## config.mk

```make
export PLATFORM = sky130hd
export DESIGN_NAME = fault_campaign_ctrl
export DESIGN_NICKNAME = d
export VERILOG_FILES = /design/src/rtl/fault_campaign_ctrl.sv
export SDC_FILE = /design/constraint.sdc
export NUM_CORES = 1
export LEC_CHECK = 0
export CORE_MARGIN = 10
export CORE_UTILIZATION = 65
export DETAILED_ROUTE_END_ITERATION = 7
export DONT_BUFFER_PORTS = 1
export PLACE_DENSITY = 0.83
export SLEW_MARGIN = 10
export SYNTH_ARGS = -nofsm -noshare
export SYNTH_HDL_FRONTEND = slang
export SYNTH_SLANG_ARGS = --single-unit
```

## constraint.sdc

```tcl
create_clock -name CLK -period 4.6 [get_ports CLK]
set_input_delay 1.15 -clock CLK [delete_from_list [all_inputs] [get_ports CLK]]
set_output_delay 1.15 -clock CLK [all_outputs]
set_load 0.03 [all_outputs]
```

## src/rtl/fault_campaign_ctrl.sv

```systemverilog
// Sequences one fault-injection experiment: reset, chain shift, load, run, compare.
// Golden and faulty netlist outputs are compared one cycle behind the run enable.
module fault_campaign_ctrl #(
    parameter int NUM_SITES = 64,
    parameter int IDX_W     = $clog2(NUM_SITES),
    parameter int OUT_W     = 16,
    parameter int CYC_W     = 16,
    parameter int CNT_W     = 32
) (
    input  logic             CLK,
    input  logic             RSTB,
    input  logic             start,
    input  logic             abort,
    input  logic [IDX_W-1:0] fault_site_idx,
    input  logic [CYC_W-1:0] run_cycles,
    input  logic [OUT_W-1:0] golden_out,
    input  logic [OUT_W-1:0] faulty_out,
    output logic             dut_rst_n,
    output logic             chain_en,
    output logic             chain_sdi,
    output logic             chain_load,
    output logic             dut_run,
    output logic             busy,
    output logic             done,
    output logic             aborted,
    output logic [CNT_W-1:0] err_count,
    output logic             err_seen,
    output logic [CYC_W-1:0] first_err_cyc
);

    typedef enum logic [2:0] {
        S_IDLE,
        S_RST,
        S_SHIFT,
        S_LOAD,
        S_RUN,
        S_DRAIN,
        S_DONE
    } state_t;

    localparam logic [CYC_W-1:0] LAST_SHIFT = CYC_W'(NUM_SITES - 1);

    state_t             state;
    state_t             state_nxt;
    logic [CYC_W-1:0]   cnt;
    logic [CYC_W-1:0]   cnt_nxt;
    logic               abort_go;
    logic               accept;
    logic [IDX_W-1:0]   idx_q;
    logic [CYC_W-1:0]   run_q;
    logic               in_range;
    logic [CYC_W-1:0]   sdi_pos;
    logic               sdi_nxt;
    logic               cmp_v;
    logic [CYC_W-1:0]   cmp_idx;
    logic               mismatch;

    assign accept   = (state == S_IDLE) && start && !abort;
    assign in_range = ({1'b0, idx_q} < (IDX_W + 1)'(NUM_SITES));
    // Chain is shifted MSB first, so site idx lands on shift cycle NUM_SITES-1-idx.
    assign sdi_pos  = LAST_SHIFT - CYC_W'(idx_q);
    assign sdi_nxt  = (state_nxt == S_SHIFT) && in_range && (cnt_nxt == sdi_pos);
    assign mismatch = cmp_v && (golden_out != faulty_out);

    always_comb begin
        state_nxt = state;
        cnt_nxt   = cnt;
        abort_go  = 1'b0;
        case (state)
            S_IDLE: begin
                if (accept) begin
                    state_nxt = S_RST;
                    cnt_nxt   = '0;
                end
            end
            S_RST: begin
                state_nxt = S_SHIFT;
                cnt_nxt   = '0;
            end
            S_SHIFT: begin
                if (cnt == LAST_SHIFT) begin
                    state_nxt = S_LOAD;
                    cnt_nxt   = '0;
                end else begin
                    cnt_nxt = cnt + CYC_W'(1);
                end
            end
            S_LOAD: begin
                cnt_nxt   = '0;
                state_nxt = (run_q == '0) ? S_DRAIN : S_RUN;
            end
            S_RUN: begin
                if (cnt == run_q - CYC_W'(1)) begin
                    state_nxt = S_DRAIN;
                    cnt_nxt   = '0;
                end else begin
                    cnt_nxt = cnt + CYC_W'(1);
                end
            end
            S_DRAIN: state_nxt = S_DONE;
            S_DONE:  state_nxt = S_IDLE;
            default: state_nxt = S_IDLE;
        endcase
        // Abort overrides every normal transition, including the one into LOAD.
        if (abort && (state != S_IDLE) && (state != S_DONE)) begin
            state_nxt = S_DONE;
            cnt_nxt   = '0;
            abort_go  = 1'b1;
        end
    end

    always_ff @(posedge CLK) begin
        if (!RSTB) begin
            state      <= S_IDLE;
            cnt        <= '0;
            idx_q      <= '0;
            run_q      <= '0;
            dut_rst_n  <= 1'b1;
            chain_en   <= 1'b0;
            chain_sdi  <= 1'b0;
            chain_load <= 1'b0;
            dut_run    <= 1'b0;
            busy       <= 1'b0;
            done       <= 1'b0;
            aborted    <= 1'b0;
        end else begin
            state      <= state_nxt;
            cnt        <= cnt_nxt;
            dut_rst_n  <= (state_nxt != S_RST);
            chain_en   <= (state_nxt == S_SHIFT);
            chain_sdi  <= sdi_nxt;
            chain_load <= (state_nxt == S_LOAD);
            dut_run    <= (state_nxt == S_RUN);
            busy       <= (state_nxt != S_IDLE);
            done       <= (state_nxt == S_DONE);
            aborted    <= abort_go;
            if (accept) begin
                idx_q <= fault_site_idx;
                run_q <= run_cycles;
            end
        end
    end

    always_ff @(posedge CLK) begin
        if (!RSTB) begin
            cmp_v         <= 1'b0;
            cmp_idx       <= '0;
            err_count     <= '0;
            err_seen      <= 1'b0;
            first_err_cyc <= '0;
        end else begin
            cmp_v   <= dut_run;
            cmp_idx <= cnt;
            if (accept) begin
                err_count     <= '0;
                err_seen      <= 1'b0;
                first_err_cyc <= '0;
            end else if (mismatch) begin
                if (err_count != '1) begin
                    err_count <= err_count + CNT_W'(1);
                end
                if (!err_seen) begin
                    err_seen      <= 1'b1;
                    first_err_cyc <= cmp_idx;
                end
            end
        end
    end

endmodule

```

==> impl_metrics.ini, run 1 <==
[floorplan]
num_rows = 34
core_um2 = 8721
start_util_pct = 66.96
die-width_um = 114.8
die_h_um = 114.8
die-area_um2 = 13170
io_pins = 115

[pwr]
comb_power_share_pct = 11.2
p_clk_share_pct = 49.7
p_sw_share_pct = 27.67
peakVddDrop_mv = 0.2573
p_int_mw = 1.976
p_sw_mw = 0.7561
pwr_density_cell_nw_per_um2 = 424.2
seqPwrFrac_pct = 39.1
p_total_mw = 2.732
p_leak_nw = 2.218

[run_status]
status = complete, no violations

[clock_network]
post_cts_buffers = 0
clock_latency_ns = 0.52
cts_resized = 0
hold_buffers = 0
htree_levels = 4
cts_tree = built
clockBufferDepth = 2
clock_sinks = 115
cts_buffers = 17
clockRootBuffer = clkbuf_8
clkSlewWorstSetupHoldPaths_ns = 0.06

[placed_design]
pre_cts_ws_ns = 1.091
place.gp.congestion = 0.9043
place_area_um2 = 5831
portBuffers = 0
dp_hpwl_mm = 11.44

[drt]
wire_per_inst_um = 19.46
via_per_inst = 6.323
drc_errors = 0
detail_route.first_pass.iterations = 5
ant_nets = 0
finalWirelength_mm = 15.80
dr_total_vias = 5134
drtIter0Drc = 492

[synth]
syn_area_um2 = 5839
synth_cells = 713
yosysWarnings = 0
synth_seq_cells = 115
synth_top_area_cell = dfxtp_1
synthTopCellsByArea = dfxtp_1 (39%), xnor2_1 (6.1%), nor2_1 (6.1%)
async_flop_share_pct = 0
synthTopCellsByCount = dfxtp_1 (115), nor2_1 (95), nand2_1 (69), a21oi_1 (53), xnor2_1 (41)
post-synth-top-count-cell = dfxtp_1
syn_nets = 774
synth_cell_type_count = 67
syn_area_per_cell_um2 = 8.190
ys_seq_area_share_pct = 39.43
synth-main-ff-cell = dfxtp_1
synth_edf_count = 0
synth.top_cell.area_share_pct = 39.43

[global_routing]
grt_usage_pct = 23.87
grt_overflow = 0
grt_max_degree = 32
antenna_found_initial = 0
grt_pass1_vias = 5023
grt_pass1_wl_mm = 25.70

[layout]
nNetsFinal = 752
syn2layout_area_growth_pct = 10.31
drive_gt1_share_pct = 7.244
diodes = 0
final_area_um2 = 6441
num-fill-cells = 649

[timing]
setup_slack_ns = 1.172
worst_pin_slew_ns = 1.072
slew_headroom_pct = 28.49
fin_skew_ns = 0.01040
drv_slew = 0
hold_viol_final = 0
fmax_mhz = 291.7
rsz0062_at_grt = no
finalSetupViolCount = 0
fin_crit_ns = 3.428
tns_ns = 0
period_share_pct = 74.52

[hold_path]
hold_path_class = reg2reg

[critical_path]
critical_path.max_fanout = 11
path_cells = inv_1 > ha_1 > or3b_1 > or3_1 > a22oi_2 > o2111ai_4 > o31ai_4 > nand2_1 > a211oi_1 > o31ai_1 > nor4_1
critPathMaxStageDelay_ns = 0.48
endpoint_kind = register
crit_type = reg2reg
required_ns = 5.02
cp_num_buf_inv = 1
crit_slowest_cell = or3b_1
cp-start-kind = register
crit_family = simple AND/OR/NAND/NOR gates
arrival_ns = 3.85

[job]
max-cap-violations = 0
## through the flow
stage / cells / util [%] / hold WS [ns]
2_1_floorplan: 713 / - / 0.4404
3_5_place_dp: 780 / 66.86 / 0.4552
3_3_place_gp: 780 / 66.86 / 0.4451
5_1_grt: 812 / 73.86 / 0.4815
4_1_cts: 812 / 73.86 / 0.4687
6_report: 812 / 73.86 / 0.4674
## cell usage in the layout, fill, tap and decap left out, types with 4 or more instances in the layout
| cell type | count |
|---|---|
| dfxtp_1 | 115 |
| nor2_1 | 94 |
| nand2_1 | 69 |
| a21oi_1 | 53 |
| xnor2_1 | 41 |
| nand3_1 | 26 |
| and2_1 | 22 |
| mux2i_1 | 22 |
| o21ai_0 | 22 |
| nor3_1 | 18 |
| xor2_1 | 18 |
| or3_1 | 17 |
| inv_1 | 16 |
| clkbuf_16 | 16 |
| nand4_1 | 12 |
| and3_1 | 11 |
| and4_1 | 8 |
| nor4_1 | 8 |
| nor2b_1 | 7 |
| a22oi_1 | 7 |
| a31oi_1 | 6 |
| nand2b_1 | 5 |
| a211oi_1 | 5 |
| clkinv_4 | 5 |
| nor4b_1 | 4 |
| o2111ai_1 | 4 |
| inv_6 | 4 |
## worst register-to-register path, cell delays in order (launching register included)
cell	delay, ns
dfxtp_1	0.35
inv_1	0.08
ha_1	0.23
or3b_1	0.48
or3_1	0.39
a22oi_2	0.20
o2111ai_4	0.20
o31ai_4	0.45
nand2_1	0.36
a211oi_1	0.32
o31ai_1	0.10
nor4_1	0.17
## final timing paths
check             startpoint               end  slack [ns]  cells after the start
setup / recovery    run_q[0]         chain_sdi        1.17                     11
hold / removal    cmp_idx[0]  first_err_cyc[0]        0.47                      2
setup reg to reg    run_q[0]         chain_sdi        1.17                     11
hold reg to reg   cmp_idx[0]  first_err_cyc[0]        0.47                      2
## per-layer routing
metal	part of all wire [%]	GRT usage (%)	vias up
met5	0	0	-
met4	2.9	10.97	0
met3	8.1	7.344	43
met2	49	40.62	205
met1	40	26.85	2421
li1	-	-	2465
## layout make-up
type | count | area (um^2) | area share, %
Sequential cell | 115 | 2302 | 35.74
Clock inverter | 15 | 196.4 | 3.050
Timing Repair Buffer | 3 | 22.52 | 0.3497
Multi-Input combinational cell | 538 | 3311 | 51.40
Tap cell | 108 | 135.1 | 2.098
Inverter | 16 | 60.06 | 0.9324
Clock buffer | 17 | 414.1 | 6.430
## power by group through the flow
| stage | logic, mW | clock network, mW | registers [mW] |
|---|---|---|---|
| 3_5_place_dp | 0.302 | 0 | 1.09 |
| 3_3_place_gp | 0.293 | 0 | 1.09 |
| 5_1_grt | 0.340 | 1.42 | 1.07 |
| 2_1_floorplan | 0.266 | 0 | 1.07 |
| 4_1_cts | 0.304 | 1.37 | 1.07 |
| 6_report | 0.306 | 1.36 | 1.07 |
## state kept, by name, summed over array words and instances (netlist names), 3 cells and up
name	flops
cnt	16
idx_q	6
err_count	32
state	3
run_q	16
first_err_cyc	16
cmp_idx	16
## kinds of logic (layout without fill, tap and decap cells)
family	count (synthesis)	count (layout)	synth area share (%)
AO/OA/AOI/OAI	130	130	14.74
adder cells (fa/ha/maj)	3	3	0.6429
multiplexers	24	24	4.157
AND/OR/NAND/NOR	320	320	27.49
XOR/XNOR	61	61	9.621
buffers and inverters	60	51	3.921
flip-flops	115	115	39.43
Power figures use the tool's default switching activity.
==> run 2, diff against run 1 <==
--- a/config.mk
+++ b/config.mk
@@ -6,10 +6,10 @@
 export NUM_CORES = 1
 export LEC_CHECK = 0
 export CORE_MARGIN = 10
-export CORE_UTILIZATION = 65
+export CORE_UTILIZATION = 57
 export DETAILED_ROUTE_END_ITERATION = 7
 export DONT_BUFFER_PORTS = 1
-export PLACE_DENSITY = 0.83
+export PLACE_DENSITY = 0.77
 export SLEW_MARGIN = 10
 export SYNTH_ARGS = -nofsm -noshare
 export SYNTH_HDL_FRONTEND = slang
==> constraint.sdc (replaced) <==
create_clock -name CLK -period 2.9 [get_ports CLK]
set_input_delay 0.725 -clock CLK [delete_from_list [all_inputs] [get_ports CLK]]
set_output_delay 0.725 -clock CLK [all_outputs]
set_load 0.03 [all_outputs]
==> impl_metrics.ini, run 2 (synthesis results as in run 1) <==
[clock_network]
cts_tree = built
clockBufferDepth = 2
htree_levels = 4
cts_buffers = 17
hold_buffers = 0
clock_latency_ns = 0.53
clock_sinks = 115
clockRootBuffer = clkbuf_8
clkSlewWorstSetupHoldPaths_ns = 0.06

[layout]
utilization_pct = 73.50
regMostFlops = err_count
multi_input_area_um2 = 3481
largest_reg_flops = 32
layout_common_cells = dfxtp_1 (112), nor2_1 (94), buf_4 (77)
diodes = 0
num-fill-cells = 709
syn2layout_area_growth_pct = 24.17
drive_gt1_share_pct = 19.97
nNetsFinal = 831
final_common_cell = dfxtp_1
regArea_um2 = 2306

[floorplan]
io_pins = 115
die-width_um = 121.2
num_rows = 36
die-area_um2 = 14690
core_um2 = 9864
start_util_pct = 59.20
die_h_um = 121.2

[pwr]
pwr_density_cell_nw_per_um2 = 620.8
p_leak_nw = 2.655
peakVddDrop_mv = 0.5322

[timing]
fin_skew_ns = 0.01130
fmax_mhz = 346.2
worst_pin_slew_ns = 1.090
hold_viol_final = 0
fin_crit_ns = 2.889
tns_ns = 0
finalSetupViolCount = 0
slew_headroom_pct = 27.24
period_share_pct = 99.61
rsz0062_at_grt = yes
drv_slew = 0

[placed_design]
place.gp.congestion = 0.9830
dp_hpwl_mm = 12.71
portBuffers = 0

[drt]
finalWirelength_mm = 17.58
drtIter0Drc = 560
wire_per_inst_um = 19.23
drc_errors = 0
ant_nets = 0
dr_total_vias = 5561
via_per_inst = 6.084
detail_route.first_pass.iterations = 5

[hold_path]
hold_path_class = in2reg
min_from = run_cycles[2]

[critical_path]
cp-start-kind = register
crit_type = reg2reg
critPathMostFrequentCell = buf_4
reg2reg_from = run_q[1]
critPathMaxStageDelay_ns = 0.41
crit_path_start = run_q[1]
endpoint_kind = register
critical_path.max_fanout = 5
arrival_ns = 3.33
path_cells = inv_2 > ha_4 > or3b_4 > or3_4 > a22oi_2 > o2111ai_4 > buf_4 > nor4_4 > buf_4 > o211ai_1 > mux2i_1 > a311oi_2 > nor4_1
crit_slowest_cell = or3b_4
required_ns = 3.34

[global_routing]
grt_max_degree = 50
grt_pass1_wl_mm = 27.57
antenna_found_initial = 0
grt_usage_pct = 23.40
grt_pass1_vias = 5484
grt_overflow = 0

[job]
max-cap-violations = 0

[run_status]
status = complete, no violations
[run 2: cell count changes in the layout (fill, tap and decap cells not counted), sizes merged]
| cell | delta |
|---|---|
| inv | -6 |
| bufinv | +1 |
| buf | +79 |
| clkinvlp | +2 |
| clkbuf | +3 |
| clkinv | -2 |
[run 2: timing repair]
action	in CTS	in global routing
pin swaps	3	14
resized for setup	5	40
endpoints found under the hold margin	0	0
buffers inserted	4	3
setup endpoints to repair	7	22
[run 2: through the flow]
step | power (mW) | std cells | worst slack, ns | hold slack, ns | cell area (um^2)
floorplan | 2.116 | 713 | 0.009347 | 0.4404 | 5841
global placement | 2.307 | 877 | 0.009768 | 0.4471 | 6402
detailed placement | 2.325 | 877 | -0.1018 | 0.4542 | 6402
CTS | 4.453 | 911 | -0.03952 | 0.3128 | 7053
global route | 4.673 | 914 | -0.1341 | 0.3036 | 7251
finish | 4.501 | 914 | 0.01143 | 0.3259 | 7251
[run 2: routing by layer]
layer / track usage [%] / up-vias / share of wire, %
li1: - / 2619 / -
met1: 24.61 / 2627 / 36
met2: 41.12 / 265 / 51
met3: 8.562 / 50 / 9.8
met4: 10.13 / 0 / 2.4
met5: 0 / - / 0
[run 2: worst max-delay path: cells and delay by family (launching register included)]
kind | cells | cell delay (ns)
buf+inv | 3 | 0.44
flops | 1 | 0.33
mux | 1 | 0.19
compound gates | 4 | 0.56
simple gates | 4 | 1.15
fa+ha+maj | 1 | 0.13
[run 2: area by class of cell]
cell class                 instances  area share [%]
sequential                       115           31.80
inverter                          16          0.8283
tap                              133           2.295
clock inverter                    10           2.192
timing repair buffer              82           8.870
clock buffer                      20           6.005
multi-input combinational        538           48.01
[run 2: path summary, 6_finish.rpt]
kind,end,slack (ns),cells after the start
hold / removal,run_q[2],0.33,2
setup / recovery,chain_sdi,0.01,13
setup reg to reg,chain_sdi,0.01,13
hold reg to reg,first_err_cyc[0],0.46,2
[run 2: power by group]
part	internal, mW	switching, mW	leakage [nW]	total, mW
Combinational	0.323	0.401	1.44	0.725
Sequential	1.62	0.0534	0.931	1.67
Clock	1.40	0.701	0.287	2.10
Total	3.35	1.16	2.65	4.50
==> run 3, diff against run 2 <==
--- a/config.mk
+++ b/config.mk
@@ -9,6 +9,7 @@
 export CORE_UTILIZATION = 57
 export DETAILED_ROUTE_END_ITERATION = 7
 export DONT_BUFFER_PORTS = 1
+export GPL_ROUTABILITY_DRIVEN = 0
 export PLACE_DENSITY = 0.77
 export SLEW_MARGIN = 10
 export SYNTH_ARGS = -nofsm -noshare
==> impl_metrics.ini, run 3 (synthesis results as in run 1) <==
[layout]
nNetsFinal = 819
final_common_cell = dfxtp_1
syn2layout_area_growth_pct = 22.35
layout_common_cells = dfxtp_1 (114), nor2_1 (93), nand2_1 (68)
num-fill-cells = 718
regMostFlops = err_count
drive_gt1_share_pct = 18.42
layout.cells.non_filler = 904
largest_reg_flops = 32
diodes = 0

[global_routing]
grt_pass1_wl_mm = 27.78
antenna_found_initial = 0
grt_pass1_vias = 5594
grt_overflow = 0
grt_usage_pct = 23.24
grt_max_degree = 50

[critical_path]
required_ns = 3.33
cp-start-kind = register
arrival_ns = 3.40
endpoint_kind = register
crit_type = reg2reg
critical_path.max_fanout = 5

[pwr]
p_total_mw = 4.504
peakVddDrop_mv = 0.5021
p_leak_nw = 2.567
pwr_density_cell_nw_per_um2 = 630.4

[drt]
finalWirelength_mm = 17.04
ant_nets = 0
drc_errors = 0
dr_total_vias = 5560
wire_per_inst_um = 18.85
detail_route.first_pass.iterations = 5
drtIter0Drc = 556
via_per_inst = 6.150

[placed_design]
pre_cts_ws_ns = -0.1756
dp_hpwl_mm = 12.45
dp_cells = 867
portBuffers = 0

[hold_path]
hold_path_class = in2reg

[timing]
fin_crit_ns = 2.971
period_share_pct = 102.4
worst_pin_slew_ns = 1.079
setup_slack_ns = -0.07081
slew_headroom_pct = 27.98
hold_ws_ns = 0.3149
hold_viol_final = 0
fin_skew_ns = 0.007089
drv_slew = 0
finalSetupViolCount = 1
rsz0062_at_grt = yes
fmax_mhz = 336.6

[floorplan]
num_rows = 36
die_h_um = 121.2
core_um2 = 9864
die-area_um2 = 14690
die-width_um = 121.2
io_pins = 115
start_util_pct = 59.20

[clock_network]
clock_latency_ns = 0.53
clock_sinks = 115
cts_buffers = 17
clkSlewWorstSetupHoldPaths_ns = 0.06
hold_buffers = 0
cts_tree = built
clockRootBuffer = clkbuf_8
clockBufferDepth = 2
htree_levels = 4

[run_status]
violations = negative setup slack
status = finished with violations

[job]
max-cap-violations = 0
==> run 3: timing repair <==
| action | 4_1_cts | 5_1_grt |
|---|---|---|
| buffers inserted | 1 | 3 |
| resized for setup | 18 | 19 |
| pin swaps | 11 | 9 |
| cloned | 1 | 0 |
| setup endpoints to repair | 12 | 19 |
==> run 3: per-stage QoR <==
step           TNS [ns]  util [%]  instance area [um^2]
6_report       -0.07081     72.43                  7144
5_1_grt         -0.4354     72.43                  7144
4_1_cts         -0.1718     71.40                  7043
3_5_place_dp    -0.7451     64.14                  6327
3_3_place_gp          0     64.14                  6327
2_1_floorplan         0         -                  5841
==> run 3: worst paths after layout <==
| kind | from | end | slack (ns) | cells past startpoint |
|---|---|---|---|---|
| min reg2reg | cmp_idx[12] | first_err_cyc[12] | 0.47 | 2 |
| min | RSTB | cmp_v | 0.31 | 1 |
| max | run_q[0] | chain_sdi | -0.07 | 11 |
| max reg2reg | run_q[0] | chain_sdi | -0.07 | 11 |
==> run 3: where the power goes <==
part           internal, mW  switching (mW)  total [mW]
combinational         0.299           0.404       0.704
clock                  1.34           0.784        2.12
sequential             1.62          0.0574        1.68
total                  3.26            1.25        4.50
==> run 3: routing by layer <==
layer  global-route usage [%]  up-vias  wire, um
met4                    9.389        0       501
met1                    24.64     2645      6326
li1                         -     2611         -
met5                        0        -         0
met3                    9.121       57      1645
met2                    40.44      247      8563
==> run 3: area by class of cell <==
cell class / instances / area (um^2) / share of cell area [%]
timing repair buffer: 69 / 529.3 / 7.408
tap: 133 / 166.4 / 2.329
multi-input combinational: 539 / 3480 / 48.70
inverter: 16 / 60.06 / 0.8406
clock buffer: 18 / 427.9 / 5.989
clock inverter: 14 / 177.7 / 2.487
sequential: 115 / 2303 / 32.24
==> run 3: critical path, stage by stage, from the launching register on <==
cell and delay, ns:
dfxtp_1 0.32, or4_4 0.54, buf_4 0.17, a21oi_1 0.11, and3b_1 0.21, o32ai_4 0.38
buf_4 0.21, o31ai_4 0.09, and3_1 0.21, nor4b_2 0.25, a311oi_1 0.09, nor4_1 0.30
